===== config.mk =====
export PLATFORM = sky130hd
export DESIGN_NAME = jtcontra_dwnld_ctl
export DESIGN_NICKNAME = d
export VERILOG_FILES = /design/src/rtl/jtcontra_dwnld_ctl.sv
export SDC_FILE = /design/constraint.sdc
export NUM_CORES = 1
export LEC_CHECK = 0
export BUFFER_PORTS_ARGS = -buffer_cell sky130_fd_sc_hd__buf_2
export CELL_PAD_IN_SITES_DETAIL_PLACEMENT = 0
export CELL_PAD_IN_SITES_GLOBAL_PLACEMENT = 2
export CORE_MARGIN = 3
export CORE_UTILIZATION = 47
export CTS_BUF_LIST = sky130_fd_sc_hd__clkbuf_4 sky130_fd_sc_hd__clkbuf_8
export DETAILED_ROUTE_END_ITERATION = 8
export GPL_ROUTABILITY_DRIVEN = 0
export PLACE_DENSITY = 0.82
export SLEW_MARGIN = 0
export SYNTH_ARGS = -nofsm -noshare
export SYNTH_HDL_FRONTEND = slang
export SYNTH_SLANG_ARGS = --single-unit
export TNS_END_PERCENT = 10

===== constraint.sdc =====
create_clock -name clk -period 5.6 [get_ports clk]
set_input_delay 0 -clock clk [delete_from_list [all_inputs] [get_ports clk]]
set_output_delay 0 -clock clk [all_outputs]
set_load 0.02 [all_outputs]

===== src/rtl/jtcontra_dwnld_ctl.sv =====
// jtcontra_dwnld_ctl: ioctl byte stream to SDRAM/PROM programming writes through a 4-entry FIFO.
// Optional JTCONTRA_DWNLD_CHECKSUM_EN adds a 16-bit running byte checksum output.
module jtcontra_dwnld_ctl #(
    parameter logic [24:0] PROM_START = 25'h128_000,
    parameter int          PROM_AW    = 10
) (
    input  logic        clk,
    input  logic        rst_n,
    input  logic        downloading,
    input  logic [24:0] ioctl_addr,
    input  logic [7:0]  ioctl_dout,
    input  logic        ioctl_wr,
    output logic [21:0] prog_addr,
    output logic [7:0]  prog_data,
    output logic [1:0]  prog_mask,
    output logic        prog_we,
    output logic        prom_we,
    input  logic        sdram_ack,
`ifdef JTCONTRA_DWNLD_CHECKSUM_EN
    output logic [15:0] checksum,
`endif
    output logic        busy,
    output logic        overflow
);
    localparam logic [24:0] PROM_END = PROM_START + (25'd1 << PROM_AW);

    typedef enum logic [1:0] {IDLE, REQ, PROM, GAP} state_t;
    typedef struct packed {
        logic        prom;
        logic [21:0] addr;
        logic [1:0]  mask;
        logic [7:0]  data;
    } entry_t;

    state_t      state, state_nx;
    entry_t      fifo [4];
    entry_t      head, new_entry;
    logic [1:0]  wr_ptr, rd_ptr;
    logic [2:0]  count;
    logic [24:0] prom_off;
    logic        dl_q, dl_rise, accept, push, pop, drop, load;

    assign prom_off  = ioctl_addr - PROM_START;
    assign new_entry = ioctl_addr >= PROM_START
                     ? {1'b1, 22'(prom_off[PROM_AW-1:0]), 2'b11, ioctl_dout}
                     : {1'b0, ioctl_addr[22:1], ioctl_addr[0] ? 2'b01 : 2'b10, ioctl_dout};
    assign head      = fifo[rd_ptr];
    assign accept    = downloading & ioctl_wr & (ioctl_addr < PROM_END);
    assign push      = accept & (~count[2] | pop);
    assign drop      = accept & count[2] & ~pop;
    assign dl_rise   = downloading & ~dl_q;
    assign busy      = downloading | (count != 3'd0) | (state != IDLE);

    always_comb begin
        state_nx = state == IDLE ? (count == 3'd0 ? IDLE : head.prom ? PROM : REQ)
                 : state == REQ  ? (sdram_ack ? GAP : REQ)
                 : state == PROM ? GAP
                 : IDLE;
        load     = state == IDLE && count != 3'd0;
        pop      = (state == REQ && sdram_ack) || state == PROM;
        prog_we  = state == REQ;
        prom_we  = state == PROM;
    end

    always_ff @(posedge clk or negedge rst_n) begin
        if (!rst_n) begin
            state     <= IDLE;
            wr_ptr    <= '0;
            rd_ptr    <= '0;
            count     <= '0;
            dl_q      <= 1'b0;
            overflow  <= 1'b0;
            prog_addr <= '0;
            prog_mask <= '0;
            prog_data <= '0;
        end else begin
            state    <= state_nx;
            wr_ptr   <= wr_ptr + 2'(push);
            rd_ptr   <= rd_ptr + 2'(pop);
            count    <= count + 3'(push) - 3'(pop);
            dl_q     <= downloading;
            overflow <= dl_rise ? 1'b0 : overflow | drop;
            if (load) {prog_addr, prog_mask, prog_data} <= {head.addr, head.mask, head.data};
        end
    end

    // Payload storage needs no reset: only slots covered by count are ever read.
    always_ff @(posedge clk) begin
        if (push) fifo[wr_ptr] <= new_entry;
    end

`ifdef JTCONTRA_DWNLD_CHECKSUM_EN
    always_ff @(posedge clk or negedge rst_n) begin
        if (!rst_n) checksum <= '0;
        else if (dl_rise) checksum <= '0;
        else if (push) checksum <= checksum + 16'(ioctl_dout);
    end
`endif
endmodule


==> results of run 1 <==
-- per-layer routing --
metal	global-route usage (%)	vias to the layer above	part of all wire [%]
li1	-	1548	-
met1	22.7	1792	45
met2	26.0	85	50
met3	4.25	15	4.1
met4	6.12	0	1.5
met5	0	-	0
-- cell families after synthesis --
kind of cell | synth area share (%)
XOR/XNOR | 0.514
buffers and inverters | 2.09
flip-flops | 73.9
AND/OR/NAND/NOR | 2.84
AO/OA/AOI/OAI | 0.954
adder cells (fa/ha/maj) | 1.58
multiplexers | 18.1
other | 0.0550
-- worst max-delay path by stage --
stage,startpoint,endpoint,slack (ps),cells after the start
after floorplan,state[1],fifo[1][0],430,6
after detailed placement,state[1],count[2],2630,13
final,state[1],count[2],2620,13
after global placement,state[0],count[2],2770,12
after CTS,state[1],count[2],2620,13
after global routing,state[1],count[2],2360,13
-- cells in the final DEF (no fill, tap or decap), types with 11 or more instances in the layout --
master	synthesis	routed
sky130_fd_sc_hd__edfxtp_1	132	132
sky130_fd_sc_hd__buf_2	3	73
sky130_fd_sc_hd__mux2_2	42	42
sky130_fd_sc_hd__dfrtp_1	43	42
sky130_fd_sc_hd__dlygate4sd3_1	0	37
sky130_fd_sc_hd__mux4_2	29	29
sky130_fd_sc_hd__clkbuf_8	0	22
sky130_fd_sc_hd__inv_1	11	11
sky130_fd_sc_hd__and2_1	11	11
-- flip-flops by register name, indices dropped and copies added, names as in the netlist --
register,cells
overflow,1
wr_ptr,2
prog_addr,22
prog_data,8
dl_q,1
rd_ptr,2
count,3
fifo,132
state,2
prog_mask,2
-- through the flow --
stage,worst slack (ps),power [mW]
CTS,2620,3.67
floorplan,428,2.54
global route,2360,3.84
finish,2620,3.61
global placement,2770,2.79
detailed placement,2630,2.82
-- power by group through the flow --
stage / logic, mW / clock network [mW] / registers (mW)
after floorplan: 0.739 / 0 / 1.80
after global placement: 1.08 / 0 / 1.71
after detailed placement: 1.11 / 0 / 1.71
after CTS: 1.13 / 0.862 / 1.68
after global routing: 1.20 / 0.929 / 1.71
final: 1.10 / 0.836 / 1.68
-- critical path, stage by stage, from the launching register on --
cell and delay, ps:
sky130_fd_sc_hd__dfrtp_1 380, sky130_fd_sc_hd__inv_1 70, sky130_fd_sc_hd__ha_1 200, sky130_fd_sc_hd__a21oi_1 250, sky130_fd_sc_hd__inv_1 120, sky130_fd_sc_hd__o2111ai_1 530, sky130_fd_sc_hd__or2_2 220, sky130_fd_sc_hd__ha_1 220
sky130_fd_sc_hd__inv_1 50, sky130_fd_sc_hd__ha_1 120, sky130_fd_sc_hd__inv_1 40, sky130_fd_sc_hd__fa_1 380, sky130_fd_sc_hd__xnor2_1 180, sky130_fd_sc_hd__xnor2_1 130
-- cell type report --
| class | count | share of cell area [%] |
|---|---|---|
| clock buffers | 26 | 4.07 |
| clock inverters | 6 | 0.688 |
| inverters | 11 | 0.505 |
| multi-input cells | 136 | 20.6 |
| flip-flops and latches | 175 | 61.6 |
| well taps | 180 | 2.75 |
| repair buffers | 118 | 9.73 |
-- repair_timing --
action / CTS / global route
gates resized for setup: 0 / 0
hold endpoints to repair: 167 / 0
hold buffers: 37 / 0
==> flow_summary.yaml, run 1 <==
placed_design:
  placedCellCount: 583
  hpwl_um: 7220
  placedInstanceArea_sq_um: 7420
  io_buffers: 73
grt:
  antenna_found_initial: 0
  grt_pass1_vias: 3711
  globalRoute.totalOverflow: 0
  maximum_number_of_pins_on_one_net_before_global_route_repair: 44
  wire_length_of_the_first_global_routing_pass_um: 19800
  global_route.usage.total_pct: 16.6
critical_path:
  worst-endpoint-arrival_ps: 3340
  endpoint_kind: "register"
  reg2regPathDepth: 13
  regToRegStartpoint: "state[1]"
  r2r_slack_ps: 2620
  startpoint_type: "register"
  path_class: "register to register"
  critical_path_data_required_time_ps: 5970
  timing.rr.end: "count[2]"
  crit_path_max_fanout: 6
logic_synthesis:
  number_of_instances_in_the_synthesized_netlist: 329
  yosysWarnings: 0
  postSynth.topFlopCell: "sky130_fd_sc_hd__edfxtp_1"
  synthDistinctLibCells: 35
  synth_most_common_cell: "sky130_fd_sc_hd__edfxtp_1"
  async_reset_ff_share_pct: 24.6
  netlist_top_cells_area: "sky130_fd_sc_hd__edfxtp_1 (58%), sky130_fd_sc_hd__dfrtp_1 (16%), sky130_fd_sc_hd__mux4_2 (9.6%)"
  synth_sequential_area_ratio_pct: 73.9
  ys_top_cells_by_count: "sky130_fd_sc_hd__edfxtp_1 (132), sky130_fd_sc_hd__dfrtp_1 (43), sky130_fd_sc_hd__mux2_2 (42), sky130_fd_sc_hd__mux4_2 (29)"
  postSynthRegisterBits: 175
  postSynthAreaPerCell_sq_um: 20.7
  post_syn_area_sq_um: 6820
  synth_edf_count: 132
  post-synth-top-area-cell: "sky130_fd_sc_hd__edfxtp_1"
  synth_largest_type_area_fraction_pct: 58.1
routing:
  detail_route.wl_per_cell_um: 19.0
  initial_drc_count: 181
  ant_nets: 0
  wirelength_um: 12400
  avgViaCountPerCell: 5.28
  routed_vias: 3440
  drc_errors: 0
  drt-pass1-iter-count: 4
clocking:
  cts_buffers: 17
  post-cts-setup-buffer-count: 0
  clk-insertion-delay-late_ps: 440
  clock_sinks: 175
  cts.htree.levels: 4
  clkTransAtPathRegs_ps: 80
  max_buffers_root_to_sink: 2
  cts_tree: "done"
  cts.root.buffer_cell: "sky130_fd_sc_hd__clkbuf_8"
final_layout:
  final_layout_size_suffix_gt1_share_pct: 40.5
  sequential_cell_area_sq_um: 5040
  finalCoreUtilization_pct: 58.3
  finalNonFillerCells: 652
  fin_nets: 505
  area_delta_synth_final_pct: 20.0
  antennaDiodeCount: 0
  fill_cells: 1069
  final_area_sq_um: 8180
  multi_input_comb_area_sq_um: 1690
power:
  power_per_cell_area_nw_per_um2: 442
  p_switching_mw: 1.07
  p_leak_nw: 3.07
  power.ir.vdd_worst_mv: 0.180
  sw_frac_of_total_pct: 29.6
  combinationalPowerShare_pct: 30.4
  power.sequential.fraction_pct: 46.4
  power_frac_clock_pct: 23.1
  cellInternalPower_mw: 2.54
sta:
  max_clock_freq_mhz: 336
  share_of_the_clock_period_used_by_the_worst_path_after_layout_pct: 53.2
  min_tclk_post_route_ps: 2980
  max-slew-margin-rel_pct: 30.5
  clock_skew_ps: 8.26
  unrepaired_setup_endpoints_after_global_routing: "false"
  worstMarginPinSlew_ps: 1040
  whs_ps: 192
  timing.final.setup_violations: 0
  finalMaxSlewViolations: 0
  finalSetupTns_ps: 0
  finalHoldViolCount: 0
floorplanning:
  die_w_um: 126
  die_height_um: 126
  die_area_sq_um: 16000
  num_rows: 43
  start_util_pct: 48.6
  core_region_area_sq_um: 14000
  io_pins: 74
status:
  status: "complete, no violations"
job:
  max_cap_violations: 0
min_path:
  timing.hold.worst.class: "primary input to asynchronous set/reset pin"
Power figures use the tool's default switching activity.
==> inputs of run 2 (changes only) <==
==> constraint.sdc (replaced) <==
create_clock -name clk -period 3 [get_ports clk]
set_input_delay 0 -clock clk [delete_from_list [all_inputs] [get_ports clk]]
set_output_delay 0 -clock clk [all_outputs]
set_load 0.02 [all_outputs]
==> run 2 against run 1 <==
Against the previous run:
- highest routed layer unchanged
- total power grew 93%
- critical path depth unchanged
- worst hold slack got worse by 100 ps
- clock skew is 0.86 ps higher
- combinational power grew 95%
- sequential share of layout area is 1.0 points lower
- final area rose by 1.7%
- cell count is 0.61% higher
- largest power group unchanged
- first-iteration DRC count up 29%
- largest cell class unchanged
==> flow_summary.yaml, run 2 (synthesis gave the netlist of run 1 again) <==
final_layout:
  antennaDiodeCount: 0
  layout.cells.most_common: "sky130_fd_sc_hd__edfxtp_1"
  finalCoreUtilization_pct: 59.2
  multi_input_comb_area_sq_um: 1720
  area_delta_synth_final_pct: 22.0
  largest-register: "fifo"
  finalNonFillerCells: 656
  fill_cells: 1042
  final_layout_size_suffix_gt1_share_pct: 41.2
  final_cell_mix: "sky130_fd_sc_hd__edfxtp_1 (132), sky130_fd_sc_hd__buf_2 (73), sky130_fd_sc_hd__mux2_2 (42), sky130_fd_sc_hd__dfrtp_1 (42), sky130_fd_sc_hd__dlygate4sd3_1 (37)"
  largest_reg_flops: 132
  sequential_cell_area_sq_um: 5040
  reg_top3: "fifo x132, prog_addr x22, prog_data x8"
  fin_nets: 509
power:
  power.ir.vdd_worst_mv: 0.445
  power_per_cell_area_nw_per_um2: 837
  p_leak_nw: 3.11
floorplanning:
  core_region_area_sq_um: 14000
  start_util_pct: 48.6
  die_area_sq_um: 16000
  die_height_um: 126
  num_rows: 43
  die_w_um: 126
  io_pins: 74
grt:
  grt_pass1_vias: 3776
  maximum_number_of_pins_on_one_net_before_global_route_repair: 34
  global_route.usage.total_pct: 16.8
  antenna_found_initial: 0
  globalRoute.totalOverflow: 0
  wire_length_of_the_first_global_routing_pass_um: 20000
routing:
  initial_drc_count: 234
  drc_errors: 0
  detail_route.wl_per_cell_um: 19.0
  ant_nets: 0
  routed_vias: 3451
  wirelength_um: 12500
  avgViaCountPerCell: 5.26
  drt-pass1-iter-count: 4
clocking:
  clkTransAtPathRegs_ps: 90
  cts.htree.levels: 4
  hold_buffers: 37
  clk-insertion-delay-late_ps: 450
  cts.root.buffer_cell: "sky130_fd_sc_hd__clkbuf_8"
  cts_tree: "done"
  cts_resized: 0
  clock_sinks: 175
  max_buffers_root_to_sink: 2
  cts_buffers: 17
  post-cts-setup-buffer-count: 0
sta:
  min_tclk_post_route_ps: 2560
  worstMarginPinSlew_ps: 658
  finalHoldViolCount: 0
  whs_ps: 90.6
  clock_skew_ps: 9.12
  unrepaired_setup_endpoints_after_global_routing: "false"
  timing.final.setup_violations: 0
  finalMaxSlewViolations: 0
  share_of_the_clock_period_used_by_the_worst_path_after_layout_pct: 85.5
  max_clock_freq_mhz: 390
  worst_slack_ps: 436
  finalSetupTns_ps: 0
  max-slew-margin-rel_pct: 56.1
critical_path:
  path_class: "register to register"
  startpoint_type: "register"
  crit_path_cell_trace: "inv_1 > ha_1 > a21oi_1 > inv_1 > o2111ai_1 > or2_2 > ha_1 > inv_1 > ha_1 > inv_1 > fa_1 > xnor2_1 > xnor2_1"
  crit_path_max_fanout: 3
  worst-endpoint-arrival_ps: 2930
  crit_path_slowest_cell: "sky130_fd_sc_hd__dfrtp_1"
  critical-path-top-cell-by-count: "sky130_fd_sc_hd__inv_1"
  critical_path.max_stage_delay_ps: 370
  endpoint_kind: "register"
  critical_path_data_required_time_ps: 3370
placed_design:
  placedCellCount: 587
  dpl_worst_slack_ps: 440
  io_buffers: 73
  hpwl_um: 7650
min_path:
  timing.hold.worst.class: "primary input to asynchronous set/reset pin"
job:
  max_cap_violations: 0
status:
  status: "complete, no violations"
-- run 2: cell count changes in the layout (fill, tap and decap cells not counted), moves of 2 or more --
cell and change:
sky130_fd_sc_hd__clkbuf_4 -3, sky130_fd_sc_hd__nor4b_2 -2, sky130_fd_sc_hd__clkinv_4 +4, sky130_fd_sc_hd__clkinv_2 -3, sky130_fd_sc_hd__bufinv_16 +2, sky130_fd_sc_hd__buf_12 +3, sky130_fd_sc_hd__inv_6 +2, sky130_fd_sc_hd__clkinvlp_4 +3
sky130_fd_sc_hd__clkbuf_8 -5, sky130_fd_sc_hd__nor4b_4 +2
-- run 2: worst paths after layout --
path,startpoint,end,slack (ps),cells past startpoint
setup / recovery,state[1],count[2],440,13
hold / removal,rst_n,prog_addr[18],90,2
setup reg to reg,state[1],count[2],440,13
hold reg to reg,prog_data[0],prog_data[0],510,1
max in group asynchronous,rst_n,count[1],2150,3
min in group clk,downloading,dl_q,230,2
-- run 2: layout make-up --
type | instances | share of cell area [%]
clock inverter | 14 | 2.21
timing repair buffer | 122 | 10.4
multi-input combinational | 136 | 20.7
inverter | 11 | 0.496
clock buffer | 18 | 2.90
sequential | 175 | 60.6
tap | 180 | 2.71
-- run 2: metal layers --
| metal | up-vias | share of wire, % | track usage (%) |
|---|---|---|---|
| met3 | 8 | 5.0 | 5.35 |
| met1 | 1789 | 43 | 21.5 |
| met5 | - | 0 | 0 |
| li1 | 1561 | - | - |
| met4 | 0 | 0.60 | 4.86 |
| met2 | 93 | 51 | 27.9 |
-- run 2: stage by stage --
step	power (mW)	cell area, sq um
2_1_floorplan	4.74	6870
3_3_place_gp	5.30	7520
3_5_place_dp	5.36	7520
4_1_cts	7.08	8320
5_1_grt	7.36	8320
6_report	6.97	8320
-- run 2: critical path, delay by kind of cell, from the launching register on --
family / cells / cell delay, ps
AND/OR/NAND/NOR: 1 / 150
buffers and inverters: 4 / 290
AO/OA/AOI/OAI: 2 / 460
XOR/XNOR: 2 / 310
flip-flops: 1 / 370
adder cells (fa/ha/maj): 4 / 910
-- run 2: report_power, final --
| part | internal [mW] | total, mW | switching [mW] |
|---|---|---|---|
| Sequential | 2.90 | 3.14 | 0.244 |
| Combinational | 1.12 | 2.14 | 1.03 |
| Clock | 0.847 | 1.68 | 0.835 |
| Total | 4.86 | 6.97 | 2.10 |
==> inputs of run 3 (changes only) <==
--- a/config.mk
+++ b/config.mk
@@ -14,8 +14,8 @@
 export DETAILED_ROUTE_END_ITERATION = 8
 export GPL_ROUTABILITY_DRIVEN = 0
 export PLACE_DENSITY = 0.82
+export REMOVE_ABC_BUFFERS = 1
 export SLEW_MARGIN = 0
 export SYNTH_ARGS = -nofsm -noshare
 export SYNTH_HDL_FRONTEND = slang
 export SYNTH_SLANG_ARGS = --single-unit
-export TNS_END_PERCENT = 10
==> run 3 against run 2 <==
Against the previous run:
- largest power group unchanged
- utilization shrank 0.12 points
- highest routed layer unchanged
- worst hold slack gained 18 ps
- final area shrank 0.20%
- cell count grew 0.76%
- sequential share of layout area grew 0.12 points
- clock-buffer cell count grew 3
==> flow_summary.yaml, run 3 (synthesis gave the netlist of run 1 again) <==
placed_design:
  hpwl_um: 7720
  io_buffers: 73
grt:
  global_route.usage.total_pct: 16.7
  grt_use_met1_pct: 21.9
  maximum_number_of_pins_on_one_net_before_global_route_repair: 35
  gr-usage-met3_pct: 3.96
  antenna_found_initial: 0
  grt_pass1_vias: 3731
  wire_length_of_the_first_global_routing_pass_um: 20000
  globalRoute.totalOverflow: 0
  groute.layer.met2.usage_pct: 27.3
  global_route.peak_usage_layer: "met2"
final_layout:
  reg_top3: "fifo x132, prog_addr x22, prog_data x8"
  final_cell_mix: "sky130_fd_sc_hd__edfxtp_1 (132), sky130_fd_sc_hd__buf_2 (73), sky130_fd_sc_hd__mux2_2 (42), sky130_fd_sc_hd__dfrtp_1 (42), sky130_fd_sc_hd__dlygate4sd3_1 (37)"
  fin_nets: 514
  largest_reg_flops: 132
  area_delta_synth_final_pct: 21.7
  layout.cells.most_common: "sky130_fd_sc_hd__edfxtp_1"
  final_layout_size_suffix_gt1_share_pct: 41.8
  antennaDiodeCount: 0
  fill_cells: 1069
  largest-register: "fifo"
clocking:
  clk-insertion-delay-late_ps: 450
  cts_resized: 0
  clkTransAtPathRegs_ps: 80
  cts_buffers: 17
  cts.root.buffer_cell: "sky130_fd_sc_hd__clkbuf_8"
  max_buffers_root_to_sink: 2
  post-cts-setup-buffer-count: 0
  cts_tree: "done"
  hold_buffers: 37
  clock_sinks: 175
  cts.htree.levels: 4
critical_path:
  regToRegStartpoint: "state[1]"
  path_class: "primary input to register"
  timing.rr.end: "count[2]"
  crit_path_max_fanout: 14
  startpoint_type: "primary input"
  reg2regPathDepth: 13
  critical_path_data_required_time_ps: 3180
  r2r_slack_ps: 400
  worst-endpoint-arrival_ps: 2890
  endpoint_kind: "register"
sta:
  max-slew-margin-rel_pct: 57.4
  finalHoldViolCount: 0
  clock_skew_ps: 9.57
  share_of_the_clock_period_used_by_the_worst_path_after_layout_pct: 90.5
  finalSetupTns_ps: 0
  max_clock_freq_mhz: 368
  worstMarginPinSlew_ps: 640
  timing.final.setup_violations: 0
  finalMaxSlewViolations: 0
  min_tclk_post_route_ps: 2710
  unrepaired_setup_endpoints_after_global_routing: "false"
  whs_ps: 108
routing:
  initial_drc_count: 235
  drc_errors: 0
  routed_vias: 3425
  avgViaCountPerCell: 5.18
  ant_nets: 0
  detail_route.wl_per_cell_um: 18.7
  wirelength_um: 12300
  drt-pass1-iter-count: 6
floorplanning:
  num_rows: 43
  die_w_um: 126
  die_height_um: 126
  io_pins: 74
  core_region_area_sq_um: 14000
  start_util_pct: 48.6
  die_area_sq_um: 16000
power:
  p_switching_mw: 2.02
  power_per_cell_area_nw_per_um2: 838
  p_leak_nw: 3.13
  power.sequential.fraction_pct: 44.9
  cellInternalPower_mw: 4.93
  power_frac_clock_pct: 24.7
  power.ir.vdd_worst_mv: 0.348
  sw_frac_of_total_pct: 29.1
  combinationalPowerShare_pct: 30.4
job:
  max_cap_violations: 0
status:
  status: "complete, no violations"
min_path:
  timing.hold.worst.class: "primary input to asynchronous set/reset pin"
[run 3: power groups by stage]
| stage | Combinational (mW) | Sequential [mW] | Clock, mW |
|---|---|---|---|
| 5_1_grt | 2.30 | 3.17 | 1.88 |
| 2_1_floorplan | 1.12 | 3.51 | 0 |
| 4_1_cts | 2.17 | 3.14 | 1.77 |
| 3_5_place_dp | 2.13 | 3.19 | 0 |
| 3_3_place_gp | 2.08 | 3.17 | 0 |
| 6_report | 2.11 | 3.12 | 1.72 |
[run 3: critical path, cell delays in order]
cell                            delay, ps
sky130_fd_sc_hd__dlygate4sd3_1        540
sky130_fd_sc_hd__buf_2                130
sky130_fd_sc_hd__o21ai_0              420
sky130_fd_sc_hd__o211a_1              650
sky130_fd_sc_hd__inv_1                230
sky130_fd_sc_hd__mux2_2               320
sky130_fd_sc_hd__dlygate4sd3_1        600
[run 3: worst max-delay path by stage]
stage | startpoint | cells past startpoint | to
2_1_floorplan | state[1] | 6 | fifo[1][0]
3_3_place_gp | state[0] | 12 | count[2]
3_5_place_dp | state[1] | 13 | count[2]
4_1_cts | ioctl_addr[19] | 7 | fifo[1][19]
5_1_grt | state[1] | 13 | count[2]
6_report | ioctl_addr[19] | 7 | fifo[0][19]
[run 3: layer usage]
metal / share of wire, % / vias up / wire, um
met4: 1.7 / 0 / 205
li1: - / 1567 / -
met1: 43 / 1765 / 5330
met3: 4.6 / 18 / 565
met2: 51 / 75 / 6240
met5: 0 / - / 0
[run 3: area by class of cell]
type / instances / area [sq um] / share of cell area, %
Sequential cell: 175 / 5040 / 60.7
Multi-Input combinational cell: 136 / 1690 / 20.3
Timing Repair Buffer: 127 / 876 / 10.6
Clock buffer: 21 / 264 / 3.18
Tap cell: 180 / 225 / 2.71
Clock inverter: 11 / 165 / 1.99
Inverter: 11 / 41.3 / 0.497
[run 3: per-stage QoR]
step	power (mW)	utilization [%]	setup slack (ps)	cells	instance area, sq um
floorplan	4.63	-	-2170	322	6740
global placement	5.26	53.4	518	592	7500
detailed placement	5.32	53.4	389	592	7500
CTS	7.08	59.1	300	661	8300
global route	7.35	59.1	137	661	8300
finish	6.96	59.1	286	661	8300
